File: config.mk
export PLATFORM = sky130hd
export DESIGN_NAME = fetch_unit
export DESIGN_NICKNAME = d
export VERILOG_FILES = /design/src/rtl/fetch_pkg.sv /design/src/rtl/fetch_fifo.sv /design/src/rtl/fetch_unit.sv
export SDC_FILE = /design/constraint.sdc
export NUM_CORES = 1
export LEC_CHECK = 0
export BUFFER_PORTS_ARGS = -buffer_cell sky130_fd_sc_hd__buf_4
export CAP_MARGIN = 20
export CELL_PAD_IN_SITES_DETAIL_PLACEMENT = 1
export CELL_PAD_IN_SITES_GLOBAL_PLACEMENT = 2
export CORE_MARGIN = 1
export CORE_UTILIZATION = 31
export CTS_CLUSTER_DIAMETER = 40
export DETAILED_ROUTE_END_ITERATION = 7
export GPL_ROUTABILITY_DRIVEN = 0
export GPL_TIMING_DRIVEN = 0
export HOLD_SLACK_MARGIN = 0.1
export PLACE_DENSITY_LB_ADDON = 0.1
export SYNTH_ARGS = -nofsm -noshare
export SYNTH_HDL_FRONTEND = slang
export SYNTH_SLANG_ARGS = --single-unit
export TNS_END_PERCENT = 100
File: constraint.sdc
create_clock -name clk -period 4.29 [get_ports clk]
set_input_delay 0.858 -clock clk [delete_from_list [all_inputs] [get_ports clk]]
set_output_delay 0.858 -clock clk [all_outputs]
set_load 0.005 [all_outputs]
File: src/rtl/fetch_pkg.sv
`default_nettype none
// ============================================================================
//  Module      : fetch_pkg
//  Description : Shared types and constants for the instruction fetch stage:
//                the fetch bundle handed to decode, the fetch FSM state
//                encoding and the sequential PC increment.
//  Macros      : FETCH_MISALIGN_EXC_EN (consumed by fetch_unit)
//  Revision    : 1.0 - initial release
// ============================================================================
package fetch_pkg;

   typedef struct packed {
      logic [63:0] pc;
      logic [31:0] raw_instr;
      logic        exc;
   } fetch_bundle_t;

   typedef enum logic [1:0] {
      REQ     = 2'd0,
      WAIT    = 2'd1,
      DISCARD = 2'd2,
      HALT    = 2'd3
   } fetch_state_t;

   localparam logic [63:0] PC_STEP = 64'd4;

endpackage : fetch_pkg
`default_nettype wire

File: src/rtl/fetch_fifo.sv
`default_nettype none
// ============================================================================
//  Module      : fetch_fifo
//  Description : 2-entry FIFO of fetch bundles. Entry 0 is always the head,
//                so a pop shifts entry 1 down. Flush wins over push.
//  Ports       : clk      - clock
//                rst      - synchronous active-high reset
//                i_push   - write i_din this cycle
//                i_pop    - remove the head this cycle (ignored when empty)
//                i_flush  - empty the FIFO (overrides push and pop)
//                i_din    - bundle to write
//                o_count  - occupancy, 0..2
//                o_head   - oldest bundle (cleared to zero by reset)
//  Revision    : 1.0 - initial release
// ============================================================================
module fetch_fifo
   import fetch_pkg::*;
(
   input  logic          clk,
   input  logic          rst,
   input  logic          i_push,
   input  logic          i_pop,
   input  logic          i_flush,
   input  fetch_bundle_t i_din,
   output logic [1:0]    o_count,
   output fetch_bundle_t o_head
);

   logic [1:0]    r_count;
   fetch_bundle_t r_mem0;
   fetch_bundle_t r_mem1;
   logic          w_pop;

   assign w_pop = i_pop && (r_count != 2'd0);

   always_ff @(posedge clk) begin
      if (rst) begin
         r_count <= 2'd0;
         r_mem0  <= '0;
         r_mem1  <= '0;
      end else if (i_flush) begin
         r_count <= 2'd0;
      end else begin
         case ({i_push, w_pop})
            2'b10: begin
               if (r_count == 2'd0) r_mem0 <= i_din;
               else                 r_mem1 <= i_din;
               r_count <= r_count + 2'd1;
            end
            2'b01: begin
               r_mem0  <= r_mem1;
               r_count <= r_count - 2'd1;
            end
            2'b11: begin
               // Occupancy is unchanged; the new bundle lands behind whatever
               // remains after the head leaves.
               if (r_count == 2'd2) begin
                  r_mem0 <= r_mem1;
                  r_mem1 <= i_din;
               end else begin
                  r_mem0 <= i_din;
               end
            end
            default: ;
         endcase
      end
   end

   assign o_count = r_count;
   assign o_head  = r_mem0;

endmodule : fetch_fifo
`default_nettype wire

File: src/rtl/fetch_unit.sv
`default_nettype none
// ============================================================================
//  Module      : fetch_unit
//  Description : Instruction fetch stage. Owns the PC, issues one outstanding
//                word read at a time, buffers up to two fetched bundles for
//                decode and drops stale responses after a redirect.
//  Macros      : FETCH_MISALIGN_EXC_EN - when defined, a misaligned PC emits
//                one exception bundle and halts fetch until a redirect; when
//                undefined, loaded PCs are forced word aligned.
//  Ports       : clk, reset                 - clock, sync active-high reset
//                ireq_valid/addr/ready      - instruction read request
//                iresp_valid/data           - instruction read response
//                redirect_valid/pc          - branch/jump redirect
//                out_valid/ready            - handshake to decode
//                out_raw_instr/pc/exc       - head fetch bundle
//  Revision    : 1.0 - initial release
// ============================================================================
module fetch_unit
   import fetch_pkg::*;
#(
   parameter logic [63:0] PC_RESET = 64'h0000_0000_8000_0000
)(
   input  logic        clk,
   input  logic        reset,
   output logic        ireq_valid,
   output logic [63:0] ireq_addr,
   input  logic        ireq_ready,
   input  logic        iresp_valid,
   input  logic [31:0] iresp_data,
   input  logic        redirect_valid,
   input  logic [63:0] redirect_pc,
   output logic        out_valid,
   input  logic        out_ready,
   output logic [31:0] out_raw_instr,
   output logic [63:0] out_pc,
   output logic        out_exc
);

`ifdef FETCH_MISALIGN_EXC_EN
   localparam logic [63:0] c_ALIGN_MASK = '1;
`else
   localparam logic [63:0] c_ALIGN_MASK = {{62{1'b1}}, 2'b00};
`endif

   fetch_state_t  r_state;
   fetch_state_t  w_next_state;
   logic [63:0]   r_pc;
   logic [63:0]   w_pc_next;
   logic          w_req;
   logic          w_space;
   logic          w_push;
   logic          w_pop;
   logic          w_flush;
   fetch_bundle_t w_push_data;
   fetch_bundle_t w_head;
   logic [1:0]    w_count;

`ifdef FETCH_MISALIGN_EXC_EN
   logic w_misalign;
   assign w_misalign = (r_pc[1:0] != 2'b00);
`endif

   assign w_space = (w_count != 2'd2);

   always_comb begin
      w_next_state = r_state;
      w_pc_next    = r_pc;
      w_req        = 1'b0;
      w_push       = 1'b0;
      w_flush      = 1'b0;
      w_push_data  = '0;

      case (r_state)
         REQ: begin
`ifdef FETCH_MISALIGN_EXC_EN
            w_req = w_space && !w_misalign;
            if (w_misalign && w_space) begin
               w_push                = 1'b1;
               w_push_data.pc        = r_pc;
               w_push_data.exc       = 1'b1;
               w_next_state          = HALT;
            end
`else
            w_req = w_space;
`endif
            if (w_req && ireq_ready) w_next_state = WAIT;
         end
         WAIT: begin
            if (iresp_valid) begin
               w_push                = 1'b1;
               w_push_data.pc        = r_pc;
               w_push_data.raw_instr = iresp_data;
               w_pc_next             = r_pc + PC_STEP;
               w_next_state          = REQ;
            end
         end
         DISCARD: begin
            if (iresp_valid) w_next_state = REQ;
         end
`ifdef FETCH_MISALIGN_EXC_EN
         HALT: ;
`endif
         default: w_next_state = REQ;
      endcase

      // Redirect overrides everything decided above.
      if (redirect_valid) begin
         w_flush   = 1'b1;
         w_push    = 1'b0;
         w_pc_next = redirect_pc & c_ALIGN_MASK;
         case (r_state)
            REQ:     w_next_state = (w_req && ireq_ready) ? DISCARD : REQ;
            WAIT:    w_next_state = iresp_valid ? REQ : DISCARD;
            DISCARD: w_next_state = DISCARD;
            default: w_next_state = REQ;
         endcase
      end
   end

   always_ff @(posedge clk) begin
      if (reset) begin
         r_state <= REQ;
         r_pc    <= PC_RESET & c_ALIGN_MASK;
      end else begin
         r_state <= w_next_state;
         r_pc    <= w_pc_next;
      end
   end

   // A pop in a redirect cycle is meaningless; the flush already empties it.
   assign w_pop = out_valid && out_ready && !redirect_valid;

   fetch_fifo u_fifo (
      .clk     (clk),
      .rst     (reset),
      .i_push  (w_push),
      .i_pop   (w_pop),
      .i_flush (w_flush),
      .i_din   (w_push_data),
      .o_count (w_count),
      .o_head  (w_head)
   );

   // The state may sit in REQ during reset; keep the bus quiet then.
   assign ireq_valid    = w_req && !reset;
   assign ireq_addr     = r_pc;
   assign out_valid     = (w_count != 2'd0);
   assign out_raw_instr = w_head.raw_instr;
   assign out_pc        = w_head.pc;
   // Without the misalign feature only exc=0 bundles are ever written and
   // reset clears the head, so this stays 0 in that build.
   assign out_exc       = w_head.exc;

endmodule : fetch_unit
`default_nettype wire

**Word level (Yosys, flattened, before mapping)**

Cells that the tools add are included.

- Add/sub/neg operators: 3
- Equality and inequality tests: 12
- Mux-type cells: 24
- Bitwise operators: 1
- Reductions and logical operators: 24

Operator list:

| operator | number |
|---|---|
| 97-bit 2-to-1 mux | 4 |
| 97-bit one-hot mux with 3 select lines | 1 |
| 97-bit one-hot mux with 2 select lines | 1 |
| 64-bit 2-to-1 mux | 3 |
| 96-bit 2-to-1 mux | 2 |
| 64-bit by 3-bit adder with 64-bit output (second input constant) | 1 |
| 2-bit 2-to-1 mux | 5 |
| 2-bit nonzero test | 5 |
| 2-bit equality test (second input constant) | 4 |
| 2-bit one-hot mux with 2 select lines | 2 |
| 1-bit logical AND | 6 |
| 2-bit one-hot mux with 3 select lines | 1 |
| 2-bit AND reduction | 3 |
| 2-bit OR reduction | 3 |
| 1-bit 2-to-1 mux | 5 |
| 2-bit by 1-bit equality test with 1-bit output (second input constant) | 2 |
| 2-bit zero test | 2 |
| 2-bit by 1-bit inequality test with 1-bit output (second input constant) | 2 |
| 2-bit inequality test (second input constant) | 2 |
| 4-bit AND reduction | 1 |
| 3-bit by 1-bit inequality test with 1-bit output (second input constant) | 1 |
| 3-bit inequality test (second input constant) | 1 |
| 3-bit AND reduction | 1 |
| 3-bit nonzero test | 1 |
| other kinds (4) | 5 |

- Register bits: 262
- Output and inout bits: 163
- Word-level logic and storage cells: 74

**Longest topological paths before layout**

Gate-level depths: netlist of run 1.

- Depth in word-level cells: 7
- Mapped depth: 15
- Depth with buffers taken out: 10

**By module**

From an unflattened synthesis of run 1, not the netlist that was laid out.

- Cells, all modules: 1,536
- Area, all modules: 12,525.8 um2

Modules (own cells, without submodules):

| module | instances | cells each | area an instance (um2) | seq. area each (um2) |
|---|---|---|---|---|
| fetch_fifo | 1 | 891 | 7,714.9 | 3,923.8 |
| fetch_unit | 1 | 645 | 4,810.9 | 1,281.2 |

**Worst setup path before layout of run 1**

No wires, ideal clock.

- Path type: input -> register
- Start point: input iresp_valid
- End point: register u_fifo.r_mem1[89] (netlist name)
- Setup time: 70 ps
- Arrival time: 3,538 ps
- Required time: 4,220 ps
- Setup slack: 682 ps
- Stages: 13
- Path buffers: 5
- Cell sequence: and2_1 > clkbuf_1 > buf_1 > buf_1 > nand2_1 > inv_1 > ha_1 > nor2_1 > a2111oi_1 > clkbuf_1 > buf_2 > nand3_1 > a21oi_1

- Cells in the longest elaborated chain, start to end: 6
- Elaborated cells on any way between the ends: 14

Ends and longest elaborated chain:

| item | RTL line | source |
|---|---|---|
| start: declaration | fetch_unit.sv:28 | `input logic iresp_valid,` |
| 1-bit 2-to-1 mux | fetch_unit.sv:89 | `if (iresp_valid) begin` |
| 1-bit 2-to-1 mux | fetch_unit.sv:73 | `case (r_state)` |
| 1-bit 2-to-1 mux | fetch_unit.sv:107 | `if (redirect_valid) begin` |
| 2-bit equality test | fetch_fifo.sv:44 | `case ({i_push, w_pop})` |
| 2-bit by 1-bit inequality test with 1-bit output (no source line) (tied with other cells) | - |  |
| 4-bit AND reduction (no source line) | - |  |
| end signal: assignment | fetch_fifo.sv:47 | `else r_mem1 <= i_din;` |
| end signal: assignment | fetch_fifo.sv:59 | `r_mem1 <= i_din;` |
| end: declaration | fetch_fifo.sv:31 | `fetch_bundle_t r_mem1;` |

Several ways; a longest one is shown, not always the timed one. The select of a mux whose other input is x is not followed.
A chain may end at the register's enable or synchronous reset.

**Worst setup path in the final report of run 1**

- Start point: register r_state[1]
- End point: register u_fifo.r_mem1[32] (netlist name)

- Cells in the longest elaborated chain, start to end: 6
- Elaborated cells on any way between the ends: 13

Ends and longest elaborated chain:

| item | RTL line | source |
|---|---|---|
| start: declaration | fetch_unit.sv:45 | `fetch_state_t r_state;` |
| start signal: assignment | fetch_unit.sv:125 | `r_state <= w_next_state;` |
| 2-bit by 1-bit equality test with 1-bit output (*) | fetch_unit.sv:73 |  |
| 1-bit 2-to-1 mux | fetch_unit.sv:73 |  |
| 1-bit 2-to-1 mux | fetch_unit.sv:107 |  |
| 2-bit equality test | fetch_fifo.sv:44 |  |
| 2-bit by 1-bit inequality test with 1-bit output (no source line) (tied with other cells) | - |  |
| 4-bit AND reduction (no source line) | - |  |

Mark *: on every way between the ends. The rest lies on a longest branch, timed or not. The select of a mux whose other input is x is not followed.

==> results of run 1 <==
[kinds of logic after synthesis]
family,after synthesis,synth area share (%)
AOI/OAI and AO/OA,319,19.4
DFF,254,44.1
and+or+nand+nor,597,25.9
buffers and inverters,157,5.57
adders and majority gates,9,0.977
other,1,0.0325
xor gates and xnor gates,41,3.11
muxes,11,0.955
[synthesized netlist by cell type (13+ instances only)]
cell type / count / area (sq um)
sky130_fd_sc_hd__dfxtp_1: 254 / 5080
sky130_fd_sc_hd__buf_2: 20 / 100
sky130_fd_sc_hd__buf_1: 13 / 48.8
sky130_fd_sc_hd__a21oi_1: 110 / 551
sky130_fd_sc_hd__nor3_1: 74 / 370
sky130_fd_sc_hd__nor2_1: 152 / 571
sky130_fd_sc_hd__a211oi_1: 55 / 413
sky130_fd_sc_hd__xnor2_1: 26 / 228
sky130_fd_sc_hd__nor4_1: 14 / 87.6
sky130_fd_sc_hd__nand3_1: 114 / 571
sky130_fd_sc_hd__clkbuf_1: 99 / 372
sky130_fd_sc_hd__o21ai_0: 14 / 70.1
sky130_fd_sc_hd__inv_1: 18 / 67.6
sky130_fd_sc_hd__xor2_1: 15 / 131
sky130_fd_sc_hd__and3_1: 15 / 93.8
sky130_fd_sc_hd__a32oi_1: 32 / 280
sky130_fd_sc_hd__nand2_1: 137 / 514
sky130_fd_sc_hd__a221oi_1: 61 / 534
sky130_fd_sc_hd__nand4_1: 36 / 225
[sequential cells by signal, indices dropped and copies added, names as in the netlist]
name and flops:
u_fifo.o_head 94, u_fifo.r_mem1 94, r_state 2, ireq_addr 62, u_fifo.o_count 2
[worst reg2reg max path: cells and delay by family, from the launching register on]
family / cells / cell delay [ps]
compound gates: 2 / 560
buf+inv: 7 / 1710
flops: 1 / 340
fa+ha+maj: 2 / 610
simple gates: 4 / 730
[worst min-delay path by stage]
stage,startpoint,slack [ps],to,cells past startpoint
finish,u_fifo.r_mem1[2]$_SDFFE_PP0P_,450,u_fifo.r_mem1[2]$_SDFFE_PP0P_,2
global route,u_fifo.r_mem1[4]$_SDFFE_PP0P_,470,u_fifo.r_mem1[4]$_SDFFE_PP0P_,2
CTS,u_fifo.r_mem1[58]$_SDFFE_PP0P_,450,u_fifo.r_mem1[58]$_SDFFE_PP0P_,2
detailed placement,u_fifo.r_mem1[58]$_SDFFE_PP0P_,440,u_fifo.r_mem1[58]$_SDFFE_PP0P_,2
global placement,u_fifo.r_mem1[76]$_SDFFE_PP0P_,440,u_fifo.r_mem1[76]$_SDFFE_PP0P_,2
floorplan,u_fifo.r_mem1[66]$_SDFFE_PP0P_,430,u_fifo.r_mem1[66]$_SDFFE_PP0P_,2
[power by group]
group	leakage (uW)	switching [uW]	internal, uW
Sequential	0.00206	103	2430
Clock	0.000777	1260	2520
Combinational	0.00296	288	225
Total	0.00580	1650	5170
[per-layer routing]
layer / global-route usage (%) / vias up
met4: 8.78 / 0
met1: 34.2 / 5978
met2: 40.4 / 280
met5: 0 / -
li1: - / 5719
met3: 3.40 / 82
[stage by stage]
stage,area [sq um],power (uW)
final,15700,6820
after floorplan,11500,2770
after global routing,15700,7040
after CTS,15600,6870
after detailed placement,14100,3090
after global placement,14000,3080
[repair_timing]
item / 4_1_cts / 5_1_grt
hold buffers: 0 / 0
endpoints found under the setup margin: 188 / 188
gates resized for setup: 7 / 20
pin swaps: 0 / 0
buffers inserted: 0 / 0
[final cells by class]
cell class,instances,area (sq um),area share (%)
Clock inverter,15,243,1.55
Multi-Input combinational cell,982,5840,37.2
Buffer,137,584,3.73
Sequential cell,254,5080,32.4
Tap cell,468,586,3.73
Inverter,18,67.6,0.431
Antenna cell,3,7.51,0.0479
Timing Repair Buffer,256,1920,12.3
Clock buffer,68,1350,8.58
==> run_summary.xml, run 1 <==
<?xml version="1.0" encoding="UTF-8"?>
<metrics>
  <group name="outcome">
    <metric name="run_status" unit="">finished, final reports clean</metric>
  </group>
  <group name="setup_path">
    <metric name="critPathTopFamily" unit="">buffers and inverters</metric>
    <metric name="cp_common_cell" unit="">sky130_fd_sc_hd__buf_2</metric>
    <metric name="worst_flop_to_flop_path_endpoint" unit="">u_fifo.r_mem1[32]$_SDFFE_PP0P_</metric>
    <metric name="cell_count_along_the_critical_path" unit="">15</metric>
    <metric name="crit-reg2reg-launch" unit="">r_state[1]$_SDFFE_PP0P_</metric>
    <metric name="worst_r2r_path_depth" unit="">15</metric>
    <metric name="ff_to_ff_setup_slack" unit="ps">240</metric>
    <metric name="worst-endpoint-arrival" unit="ps">4500</metric>
    <metric name="timing.critical_path.required" unit="ps">4740</metric>
    <metric name="worstSetupStartpointType" unit="">flop</metric>
    <metric name="cp_cell_sequence" unit="">inv_1 &gt; ha_1 &gt; and2_4 &gt; clkbuf_4 &gt; buf_2 &gt; nand2_1 &gt; inv_1 &gt; ha_1 &gt; nor2_1 &gt; a2111oi_4 &gt; buf_4 &gt; buf_2 &gt; buf_2 &gt; nand3_1 &gt; a21oi_1</metric>
    <metric name="cpPeakStageDelay" unit="ps">400</metric>
    <metric name="path_max_fanout" unit="">10</metric>
    <metric name="crit_path_top_delay_cell" unit="">sky130_fd_sc_hd__a2111oi_4</metric>
    <metric name="worst-setup-path-type" unit="">reg2reg</metric>
    <metric name="critPathCaptureType" unit="">flop</metric>
    <metric name="crit_path_end" unit="">u_fifo.r_mem1[32]$_SDFFE_PP0P_</metric>
    <metric name="path_buf_inv" unit="">7</metric>
    <metric name="crit_start" unit="">r_state[1]$_SDFFE_PP0P_</metric>
  </group>
  <group name="timing">
    <metric name="max_slew.worst_pin.slew" unit="ps">1160</metric>
    <metric name="timing.final.max_slew_violations" unit="">0</metric>
    <metric name="layout_setup_ws" unit="ps">238</metric>
    <metric name="max-slew-margin-rel" unit="%">22.9</metric>
    <metric name="final-hold-violation-count" unit="">0</metric>
    <metric name="finalWorstPathRequiredPeriod" unit="ps">4050</metric>
    <metric name="final-setup-viol-count" unit="">0</metric>
    <metric name="timing.final.crit_share" unit="%">94.5</metric>
    <metric name="fmaxAchievable" unit="GHz">0.247</metric>
    <metric name="final.setup.tns" unit="ps">0</metric>
    <metric name="final_hold_slack" unit="ps">452</metric>
    <metric name="worst_clock_skew" unit="ps">22.6</metric>
  </group>
  <group name="clocking">
    <metric name="cts_sinks" unit="">254</metric>
    <metric name="tritoncts.num_buffers" unit="">47</metric>
    <metric name="cts_tree" unit="">yes</metric>
    <metric name="cts.clk_slew.worst_paths" unit="ps">50</metric>
    <metric name="clock_latency_on_the_worst_skew_pair" unit="ps">540</metric>
    <metric name="cts_htree_levels" unit="">2</metric>
    <metric name="cts_max_path_buffers" unit="">3</metric>
    <metric name="cts_root_buffer" unit="">sky130_fd_sc_hd__clkbuf_16</metric>
  </group>
  <group name="die">
    <metric name="fp.coreArea" unit="sq um">36600</metric>
    <metric name="die_area" unit="sq um">38000</metric>
    <metric name="chip_width" unit="um">195</metric>
    <metric name="num_rows" unit="">70</metric>
    <metric name="die_height" unit="um">195</metric>
    <metric name="initial_core_util" unit="%">31.5</metric>
    <metric name="i_o_pins" unit="">265</metric>
  </group>
  <group name="placed_design">
    <metric name="placement.setup.worst_slack" unit="ps">-1470</metric>
    <metric name="place_hpwl" unit="mm">35.2</metric>
    <metric name="dp_cells" unit="">2117</metric>
    <metric name="port_buffers" unit="">255</metric>
  </group>
  <group name="synth">
    <metric name="synth.distinct_cells" unit="">64</metric>
    <metric name="synthCells" unit="">1389</metric>
    <metric name="number_of_enable_flip_flop_cells_after_synthesis" unit="">0</metric>
    <metric name="postSynth.topFlopCell" unit="">sky130_fd_sc_hd__dfxtp_1</metric>
    <metric name="postSynth.asyncResetShare" unit="%">0</metric>
    <metric name="synthesis.area_per_instance" unit="sq um">8.30</metric>
    <metric name="yosysWarningCount" unit="">0</metric>
    <metric name="synth_seq_cells" unit="">254</metric>
    <metric name="synth-seq-area-share" unit="%">44.1</metric>
    <metric name="post_synth_instance_area" unit="sq um">11500</metric>
  </group>
  <group name="layout">
    <metric name="finish.utilization" unit="%">42.8</metric>
    <metric name="layoutNonFillerInstCount" unit="">2201</metric>
    <metric name="layout-area-overhead-vs-synth" unit="%">36.0</metric>
    <metric name="final_common_cell" unit="">sky130_fd_sc_hd__buf_4</metric>
    <metric name="fin_nets" unit="">1807</metric>
    <metric name="final_layout_size_suffix_gt1_share" unit="%">22.8</metric>
    <metric name="fill_cells" unit="">4366</metric>
    <metric name="layout.cells.most_common_list" unit="">sky130_fd_sc_hd__buf_4, sky130_fd_sc_hd__dfxtp_1, sky130_fd_sc_hd__nor2_1, sky130_fd_sc_hd__nand2_1, sky130_fd_sc_hd__nand3_1</metric>
  </group>
  <group name="route">
    <metric name="top_layer_used" unit="">met4</metric>
    <metric name="route.vias.total" unit="">12100</metric>
    <metric name="detail_route.iter0.violations" unit="">495</metric>
    <metric name="detail_route.drc_violations" unit="">0</metric>
    <metric name="detailed_route_wl" unit="mm">48.5</metric>
    <metric name="routedLengthMet1" unit="mm">22.6</metric>
    <metric name="route.antenna.remaining_nets" unit="">0</metric>
    <metric name="dr_wl_met3" unit="mm">2.10</metric>
    <metric name="routed_via_density" unit="">5.48</metric>
    <metric name="avgRoutedWirePerCell" unit="um">22.0</metric>
    <metric name="wl_met2" unit="mm">22.5</metric>
    <metric name="detailedRoute.firstPassIterationCount" unit="">5</metric>
  </group>
  <group name="global_routing">
    <metric name="global_route_wire_length_before_repair" unit="mm">73.9</metric>
    <metric name="grt_pass1_vias" unit="">12300</metric>
    <metric name="number_of_antenna_violations_at_the_first_check_in_global_routing" unit="">2</metric>
    <metric name="maximum_number_of_pins_on_one_net_before_global_route_repair" unit="">12</metric>
    <metric name="grt_overflow" unit="">0</metric>
    <metric name="grtUsageTotal" unit="%">25.1</metric>
  </group>
  <group name="power">
    <metric name="power.static_leakage" unit="uW">0.00580</metric>
    <metric name="vdd_ir_drop_max" unit="mV">0.231</metric>
    <metric name="cellPowerDensity" unit="nW/um^2">435</metric>
  </group>
  <group name="job">
    <metric name="max_cap_violations" unit="">0</metric>
  </group>
  <group name="worst_hold_path">
    <metric name="timing.hold.worst.class" unit="">reg2reg</metric>
  </group>
</metrics>
Power figures use the tool's default switching activity.
==> run 2, diff against run 1 <==
- CELL_PAD_IN_SITES_DETAIL_PLACEMENT: 1 -> unset
- CELL_PAD_IN_SITES_GLOBAL_PLACEMENT: 2 -> unset
- CORE_UTILIZATION: 31 -> 45
- PLACE_DENSITY: unset -> 0.69
- PLACE_DENSITY_LB_ADDON: 0.1 -> unset
==> run 2 against run 1 <==
- sequential share of layout area increased by 1.1 points
- register-to-register slack better by 60 ps
- combinational power is 4% lower
- sequential power about the same
- cell count is 7.2% lower
==> run_summary.xml, run 2 (same netlist as run 1, synthesis figures left out) <==
<?xml version="1.0" encoding="UTF-8"?>
<metrics>
  <group name="outcome">
    <metric name="run_status" unit="">finished, final reports clean</metric>
  </group>
  <group name="clocking">
    <metric name="clock_latency_on_the_worst_skew_pair" unit="ps">530</metric>
    <metric name="cts_root_buffer" unit="">sky130_fd_sc_hd__clkbuf_16</metric>
    <metric name="cts_sinks" unit="">254</metric>
    <metric name="cts_max_path_buffers" unit="">3</metric>
    <metric name="tritoncts.num_buffers" unit="">36</metric>
    <metric name="cts_tree" unit="">yes</metric>
    <metric name="cts_htree_levels" unit="">2</metric>
    <metric name="post_cts_buffers" unit="">0</metric>
    <metric name="cts.clk_slew.worst_paths" unit="ps">50</metric>
  </group>
  <group name="layout">
    <metric name="layout-area-overhead-vs-synth" unit="%">31.4</metric>
    <metric name="regArea" unit="sq um">5080</metric>
    <metric name="layoutNonFillerInstCount" unit="">2042</metric>
    <metric name="fill_cells" unit="">2339</metric>
    <metric name="antenna_cells_inserted" unit="">0</metric>
    <metric name="fin_nets" unit="">1796</metric>
    <metric name="multi_input_area" unit="sq um">5830</metric>
    <metric name="layout.cells.most_common_list" unit="">sky130_fd_sc_hd__buf_4, sky130_fd_sc_hd__dfxtp_1, sky130_fd_sc_hd__nor2_1, sky130_fd_sc_hd__nand2_1, sky130_fd_sc_hd__nand3_1</metric>
    <metric name="final_layout_size_suffix_gt1_share" unit="%">22.0</metric>
    <metric name="post-route-cell-area" unit="sq um">15200</metric>
    <metric name="final_common_cell" unit="">sky130_fd_sc_hd__buf_4</metric>
  </group>
  <group name="setup_path">
    <metric name="crit_path_top_delay_cell" unit="">sky130_fd_sc_hd__buf_2</metric>
    <metric name="path_buf_inv" unit="">6</metric>
    <metric name="worstSetupStartpointType" unit="">flop</metric>
    <metric name="path_max_fanout" unit="">10</metric>
    <metric name="worst-setup-path-type" unit="">reg2reg</metric>
    <metric name="worst-endpoint-arrival" unit="ps">4410</metric>
    <metric name="cp_common_cell" unit="">sky130_fd_sc_hd__buf_2</metric>
    <metric name="critPathCaptureType" unit="">flop</metric>
    <metric name="critPathTopFamily" unit="">buffers and inverters</metric>
    <metric name="cp_cell_sequence" unit="">inv_1 &gt; ha_1 &gt; and2_4 &gt; buf_2 &gt; buf_2 &gt; nand2_1 &gt; inv_1 &gt; ha_1 &gt; a21oi_1 &gt; nor2_1 &gt; buf_2 &gt; clkbuf_1 &gt; a32oi_1 &gt; a211oi_1</metric>
    <metric name="timing.critical_path.required" unit="ps">4710</metric>
    <metric name="cpPeakStageDelay" unit="ps">430</metric>
  </group>
  <group name="job">
    <metric name="max_cap_violations" unit="">0</metric>
  </group>
  <group name="die">
    <metric name="die_height" unit="um">162</metric>
    <metric name="chip_width" unit="um">162</metric>
    <metric name="fp.coreArea" unit="sq um">25200</metric>
    <metric name="die_area" unit="sq um">26300</metric>
    <metric name="num_rows" unit="">58</metric>
    <metric name="i_o_pins" unit="">265</metric>
    <metric name="initial_core_util" unit="%">45.8</metric>
  </group>
  <group name="global_routing">
    <metric name="met1_usage" unit="%">41.4</metric>
    <metric name="maximum_number_of_pins_on_one_net_before_global_route_repair" unit="">13</metric>
    <metric name="grtUsageTotal" unit="%">29.9</metric>
    <metric name="grtUsageMet3" unit="%">4.65</metric>
    <metric name="number_of_antenna_violations_at_the_first_check_in_global_routing" unit="">1</metric>
    <metric name="grt_overflow" unit="">0</metric>
    <metric name="grt_pass1_vias" unit="">11300</metric>
    <metric name="busiest_layer" unit="">met2</metric>
    <metric name="global_route.usage.met2" unit="%">47.1</metric>
    <metric name="global_route_wire_length_before_repair" unit="mm">62.2</metric>
  </group>
  <group name="route">
    <metric name="detail_route.drc_violations" unit="">0</metric>
    <metric name="detail_route.iter0.violations" unit="">1146</metric>
    <metric name="detailedRoute.firstPassIterationCount" unit="">5</metric>
    <metric name="avgRoutedWirePerCell" unit="um">19.7</metric>
    <metric name="routed_via_density" unit="">5.94</metric>
    <metric name="detailed_route_wl" unit="mm">40.2</metric>
    <metric name="route.antenna.remaining_nets" unit="">0</metric>
    <metric name="route.vias.total" unit="">12100</metric>
  </group>
  <group name="placed_design">
    <metric name="port_buffers" unit="">255</metric>
    <metric name="placement.setup.worst_slack" unit="ps">-1240</metric>
    <metric name="place_hpwl" unit="mm">28.9</metric>
    <metric name="detailed_place.area" unit="sq um">13900</metric>
    <metric name="dp_cells" unit="">1979</metric>
  </group>
  <group name="power">
    <metric name="cellPowerDensity" unit="nW/um^2">404</metric>
    <metric name="power.static_leakage" unit="uW">0.00562</metric>
    <metric name="vdd_ir_drop_max" unit="mV">0.327</metric>
  </group>
  <group name="timing">
    <metric name="final.setup.tns" unit="ps">0</metric>
    <metric name="timing.final.max_slew_violations" unit="">0</metric>
    <metric name="final-hold-violation-count" unit="">0</metric>
    <metric name="finalWorstPathRequiredPeriod" unit="ps">3990</metric>
    <metric name="worst_clock_skew" unit="ps">33.1</metric>
    <metric name="max-slew-margin-rel" unit="%">37.9</metric>
    <metric name="max_slew.worst_pin.slew" unit="ps">932</metric>
    <metric name="fmaxAchievable" unit="GHz">0.251</metric>
    <metric name="layout_setup_ws" unit="ps">300</metric>
    <metric name="timing.final.crit_share" unit="%">93.0</metric>
    <metric name="final-setup-viol-count" unit="">0</metric>
    <metric name="rsz_0062_raised_after_global_routing" unit="">false</metric>
  </group>
  <group name="worst_hold_path">
    <metric name="timing.hold.worst.class" unit="">reg2reg</metric>
  </group>
</metrics>
## run 2: cell types whose count changed in the layout (fill, tap and decap cells not counted), sizes merged
cell / previous run / this run
bufinv: 6 / 5
inv: 22 / 20
diode: 3 / 0
clkbuf: 167 / 146
clkinv: 4 / 6
clkinvlp: 1 / 4
clkdlybuf4s15: 0 / 1
## run 2: worst min-delay path, delay by kind of cell (launching register included)
family / cells / cell delay (ps)
simple gates: 1 / 50
compound gates: 1 / 50
flops: 1 / 300
## run 2: path summary, 6_finish.rpt
kind | start | slack [ps] | to | cells past startpoint
worst max-delay path | r_state[1]$_SDFFE_PP0P_ | 300 | u_fifo.o_head[6]$_SDFFE_PP0P_ | 14
worst min-delay path | u_fifo.r_mem1[41]$_SDFFE_PP0P_ | 450 | u_fifo.r_mem1[41]$_SDFFE_PP0P_ | 2
worst max register to register | r_state[1]$_SDFFE_PP0P_ | 300 | u_fifo.o_head[6]$_SDFFE_PP0P_ | 14
worst min register to register | u_fifo.r_mem1[41]$_SDFFE_PP0P_ | 450 | u_fifo.r_mem1[41]$_SDFFE_PP0P_ | 2
## run 2: area by class of cell
type	count	share of cell area [%]
flip-flops and latches	254	33.6
repair buffers	256	12.7
inverters	18	0.446
plain buffers	137	3.82
clock buffers	48	6.78
clock inverters	17	1.55
multi-input cells	982	38.5
well taps	330	2.72
## run 2: per-layer routing
metal  vias up  share of wire (%)
met2       537                 46
li1       5703                  -
met5         -              0.032
met4         2                3.0
met3        84                7.6
met1      5795                 44
## run 2: stage by stage
step	utilization, %	power [uW]	hold slack [ps]
floorplan	-	2770	432
CTS	60.1	6130	452
finish	60.2	6130	451
detailed placement	55.1	3050	445
global route	60.2	6300	466
global placement	55.1	3050	438
## run 2: where the power goes
part | internal (uW) | switching (uW)
Sequential | 2420 | 96.5
Combinational | 225 | 269
Clock | 1990 | 1120
Total | 4640 | 1490
## run 2: timing repair
| item | in CTS | in global routing |
|---|---|---|
| setup endpoints to repair | 188 | 118 |
| hold endpoints to repair | 0 | 0 |
| resized for setup | 4 | 8 |
| hold buffers | 0 | 0 |
| gates cloned | 0 | 0 |
==> run 3, diff against run 2 <==
- CORE_UTILIZATION: 45 -> 54
- PLACE_DENSITY: 0.69 -> 0.8
==> run 3 against run 2 <==
- flip-flop and latch count is the same
- first-iteration DRC count grew 7.9%
- largest cell class unchanged
- clock-buffer cell count shrank 8
- critical path type unchanged
- critical endpoint is now u_fifo.r_mem1[30]$_SDFFE_PP0P_
- sequential share of layout area grew 0.65 points
- combinational power is essentially flat
- via count grew 2.1%
- fmax shrank 0.76%
- cell count shrank 3.0%
- core utilization grew 11 points
==> run_summary.xml, run 3 (same netlist as run 1, synthesis figures left out) <==
<?xml version="1.0" encoding="UTF-8"?>
<metrics>
  <group name="outcome">
    <metric name="run_status" unit="">finished, final reports clean</metric>
  </group>
  <group name="timing">
    <metric name="rsz_0062_raised_after_global_routing" unit="">false</metric>
    <metric name="final_hold_slack" unit="ps">450</metric>
    <metric name="worst_clock_skew" unit="ps">13.7</metric>
    <metric name="final-setup-viol-count" unit="">0</metric>
    <metric name="max-slew-margin-rel" unit="%">26.6</metric>
    <metric name="timing.final.crit_share" unit="%">93.7</metric>
    <metric name="max_slew.worst_pin.slew" unit="ps">1100</metric>
    <metric name="timing.final.max_slew_violations" unit="">0</metric>
    <metric name="fmaxAchievable" unit="GHz">0.249</metric>
    <metric name="final-hold-violation-count" unit="">0</metric>
    <metric name="finalWorstPathRequiredPeriod" unit="ps">4020</metric>
  </group>
  <group name="layout">
    <metric name="fin_nets" unit="">1793</metric>
    <metric name="final_layout_size_suffix_gt1_share" unit="%">21.6</metric>
    <metric name="fill_cells" unit="">1714</metric>
    <metric name="finish.utilization" unit="%">70.9</metric>
    <metric name="final_common_cell" unit="">sky130_fd_sc_hd__buf_4</metric>
    <metric name="multi_input_area" unit="sq um">5820</metric>
    <metric name="regArea" unit="sq um">5080</metric>
    <metric name="layout.cells.most_common_list" unit="">sky130_fd_sc_hd__buf_4, sky130_fd_sc_hd__dfxtp_1, sky130_fd_sc_hd__nor2_1, sky130_fd_sc_hd__nand2_1, sky130_fd_sc_hd__nand3_1</metric>
    <metric name="post-route-cell-area" unit="sq um">14900</metric>
    <metric name="layoutNonFillerInstCount" unit="">1981</metric>
    <metric name="layout-area-overhead-vs-synth" unit="%">28.9</metric>
  </group>
  <group name="setup_path">
    <metric name="cpPeakStageDelay" unit="ps">560</metric>
    <metric name="worstSetupStartpointType" unit="">flop</metric>
    <metric name="path_buf_inv" unit="">6</metric>
    <metric name="worst-endpoint-arrival" unit="ps">4450</metric>
    <metric name="critPathCaptureType" unit="">flop</metric>
    <metric name="cp_cell_sequence" unit="">inv_1 &gt; ha_1 &gt; and2_2 &gt; clkbuf_4 &gt; nand2_1 &gt; inv_1 &gt; ha_1 &gt; nor2_1 &gt; a2111oi_1 &gt; buf_2 &gt; clkbuf_2 &gt; buf_2 &gt; nand3_1 &gt; a21oi_1</metric>
    <metric name="worst-setup-path-type" unit="">reg2reg</metric>
    <metric name="path_max_fanout" unit="">19</metric>
    <metric name="crit_path_top_delay_cell" unit="">sky130_fd_sc_hd__a2111oi_1</metric>
    <metric name="timing.critical_path.required" unit="ps">4720</metric>
    <metric name="critPathTopFamily" unit="">buffers and inverters</metric>
  </group>
  <group name="die">
    <metric name="fp.coreArea" unit="sq um">21000</metric>
    <metric name="die_area" unit="sq um">21900</metric>
    <metric name="die_height" unit="um">148</metric>
    <metric name="initial_core_util" unit="%">55.0</metric>
    <metric name="chip_width" unit="um">148</metric>
    <metric name="num_rows" unit="">53</metric>
    <metric name="i_o_pins" unit="">265</metric>
  </group>
  <group name="global_routing">
    <metric name="maximum_number_of_pins_on_one_net_before_global_route_repair" unit="">20</metric>
    <metric name="grtUsageMet3" unit="%">6.81</metric>
    <metric name="grt_overflow" unit="">0</metric>
    <metric name="busiest_layer" unit="">met2</metric>
    <metric name="grt_pass1_vias" unit="">11300</metric>
    <metric name="global_route.usage.met2" unit="%">53.4</metric>
    <metric name="grtUsageTotal" unit="%">34.4</metric>
    <metric name="number_of_antenna_violations_at_the_first_check_in_global_routing" unit="">1</metric>
    <metric name="met1_usage" unit="%">46.4</metric>
    <metric name="global_route_wire_length_before_repair" unit="mm">60.0</metric>
  </group>
  <group name="power">
    <metric name="clkPwrFrac" unit="%">46.8</metric>
    <metric name="vdd_ir_drop_max" unit="mV">0.290</metric>
    <metric name="total_switching_power" unit="uW">1470</metric>
    <metric name="share_comb_of_total_power" unit="%">8.7</metric>
    <metric name="power_frac_seq" unit="%">44.5</metric>
    <metric name="power.share.switching" unit="%">25.9</metric>
    <metric name="power_report.internal_total" unit="uW">4190</metric>
    <metric name="power.static_leakage" unit="uW">0.00549</metric>
    <metric name="cellPowerDensity" unit="nW/um^2">381</metric>
  </group>
  <group name="placed_design">
    <metric name="detailed_place.area" unit="sq um">13800</metric>
    <metric name="port_buffers" unit="">255</metric>
    <metric name="dp_cells" unit="">1924</metric>
    <metric name="place_hpwl" unit="mm">27.6</metric>
  </group>
  <group name="job">
    <metric name="max_cap_violations" unit="">0</metric>
  </group>
  <group name="clocking">
    <metric name="clock_latency_on_the_worst_skew_pair" unit="ps">510</metric>
    <metric name="cts_root_buffer" unit="">sky130_fd_sc_hd__clkbuf_16</metric>
    <metric name="cts_htree_levels" unit="">2</metric>
    <metric name="post_cts_buffers" unit="">0</metric>
    <metric name="cts_max_path_buffers" unit="">3</metric>
    <metric name="tritoncts.num_buffers" unit="">34</metric>
    <metric name="cts_sinks" unit="">254</metric>
    <metric name="cts.clk_slew.worst_paths" unit="ps">60</metric>
    <metric name="cts_tree" unit="">yes</metric>
  </group>
  <group name="route">
    <metric name="detailed_route_wl" unit="mm">39.0</metric>
    <metric name="avgRoutedWirePerCell" unit="um">19.7</metric>
    <metric name="route.antenna.remaining_nets" unit="">0</metric>
    <metric name="detail_route.drc_violations" unit="">0</metric>
    <metric name="route.vias.total" unit="">12400</metric>
    <metric name="routed_via_density" unit="">6.25</metric>
    <metric name="detail_route.iter0.violations" unit="">1237</metric>
    <metric name="detailedRoute.firstPassIterationCount" unit="">5</metric>
  </group>
  <group name="worst_hold_path">
    <metric name="timing.hold.worst.class" unit="">reg2reg</metric>
  </group>
</metrics>
-- run 3: cell types whose count changed in the layout (fill, tap and decap cells not counted), sizes merged --
| cell | previous run | this run |
|---|---|---|
| clkdlybuf4s15 | 1 | 0 |
| clkinv | 6 | 7 |
| clkinvlp | 4 | 7 |
| clkbuf | 146 | 140 |
| diode | 0 | 1 |
| inv | 20 | 23 |
| buf | 294 | 292 |
| bufinv | 5 | 0 |
-- run 3: what timing repair did --
action	in CTS	in global routing
gates resized for setup	3	2
pin swaps	0	0
hold buffers	0	0
endpoints found under the setup margin	188	114
-- run 3: layer usage --
metal	up-vias	wire, um	part of all wire [%]
li1	5685	-	-
met1	5840	15800	40
met2	746	17500	45
met3	108	4040	10
met4	0	1630	4.2
met5	-	0	0
-- run 3: area by class of cell --
cell class | count | share of cell area (%)
Antenna cell | 1 | 0.0168
Buffer | 136 | 3.83
Clock buffer | 40 | 6.15
Clock inverter | 19 | 0.960
Inverter | 18 | 0.455
Multi-Input combinational cell | 982 | 39.1
Sequential cell | 254 | 34.2
Tap cell | 275 | 2.31
Timing Repair Buffer | 256 | 12.9
-- run 3: final timing paths --
kind	from	end	slack [ps]	depth (start not counted)
max	r_state[1]$_SDFFE_PP0P_	u_fifo.r_mem1[30]$_SDFFE_PP0P_	270	14
min	u_fifo.r_mem1[53]$_SDFFE_PP0P_	u_fifo.r_mem1[53]$_SDFFE_PP0P_	450	2
max reg2reg	r_state[1]$_SDFFE_PP0P_	u_fifo.r_mem1[30]$_SDFFE_PP0P_	270	14
min reg2reg	u_fifo.r_mem1[53]$_SDFFE_PP0P_	u_fifo.r_mem1[53]$_SDFFE_PP0P_	450	2
-- run 3: tightest hold or removal path: cells and delay by family (launching register included) --
| kind | cells | cell delay, ps |
|---|---|---|
| DFF | 1 | 310 |
| and+or+nand+nor | 1 | 50 |
| AOI/OAI and AO/OA | 1 | 50 |
-- run 3: through the flow --
step	setup WS, ps	power, uW	setup TNS, ps
2_1_floorplan	682	2770	0
3_3_place_gp	-1480	3040	-181450
3_5_place_dp	-1130	3050	-159780
4_1_cts	178	5650	0
5_1_grt	33.1	5810	0
6_report	269	5660	0
-- run 3: power by group through the flow --
stage	combinational [uW]	clock [uW]	sequential [uW]
after global routing	529	2760	2520
final	494	2650	2520
after detailed placement	483	0	2560
after floorplan	226	0	2540
after CTS	486	2650	2510
after global placement	474	0	2560
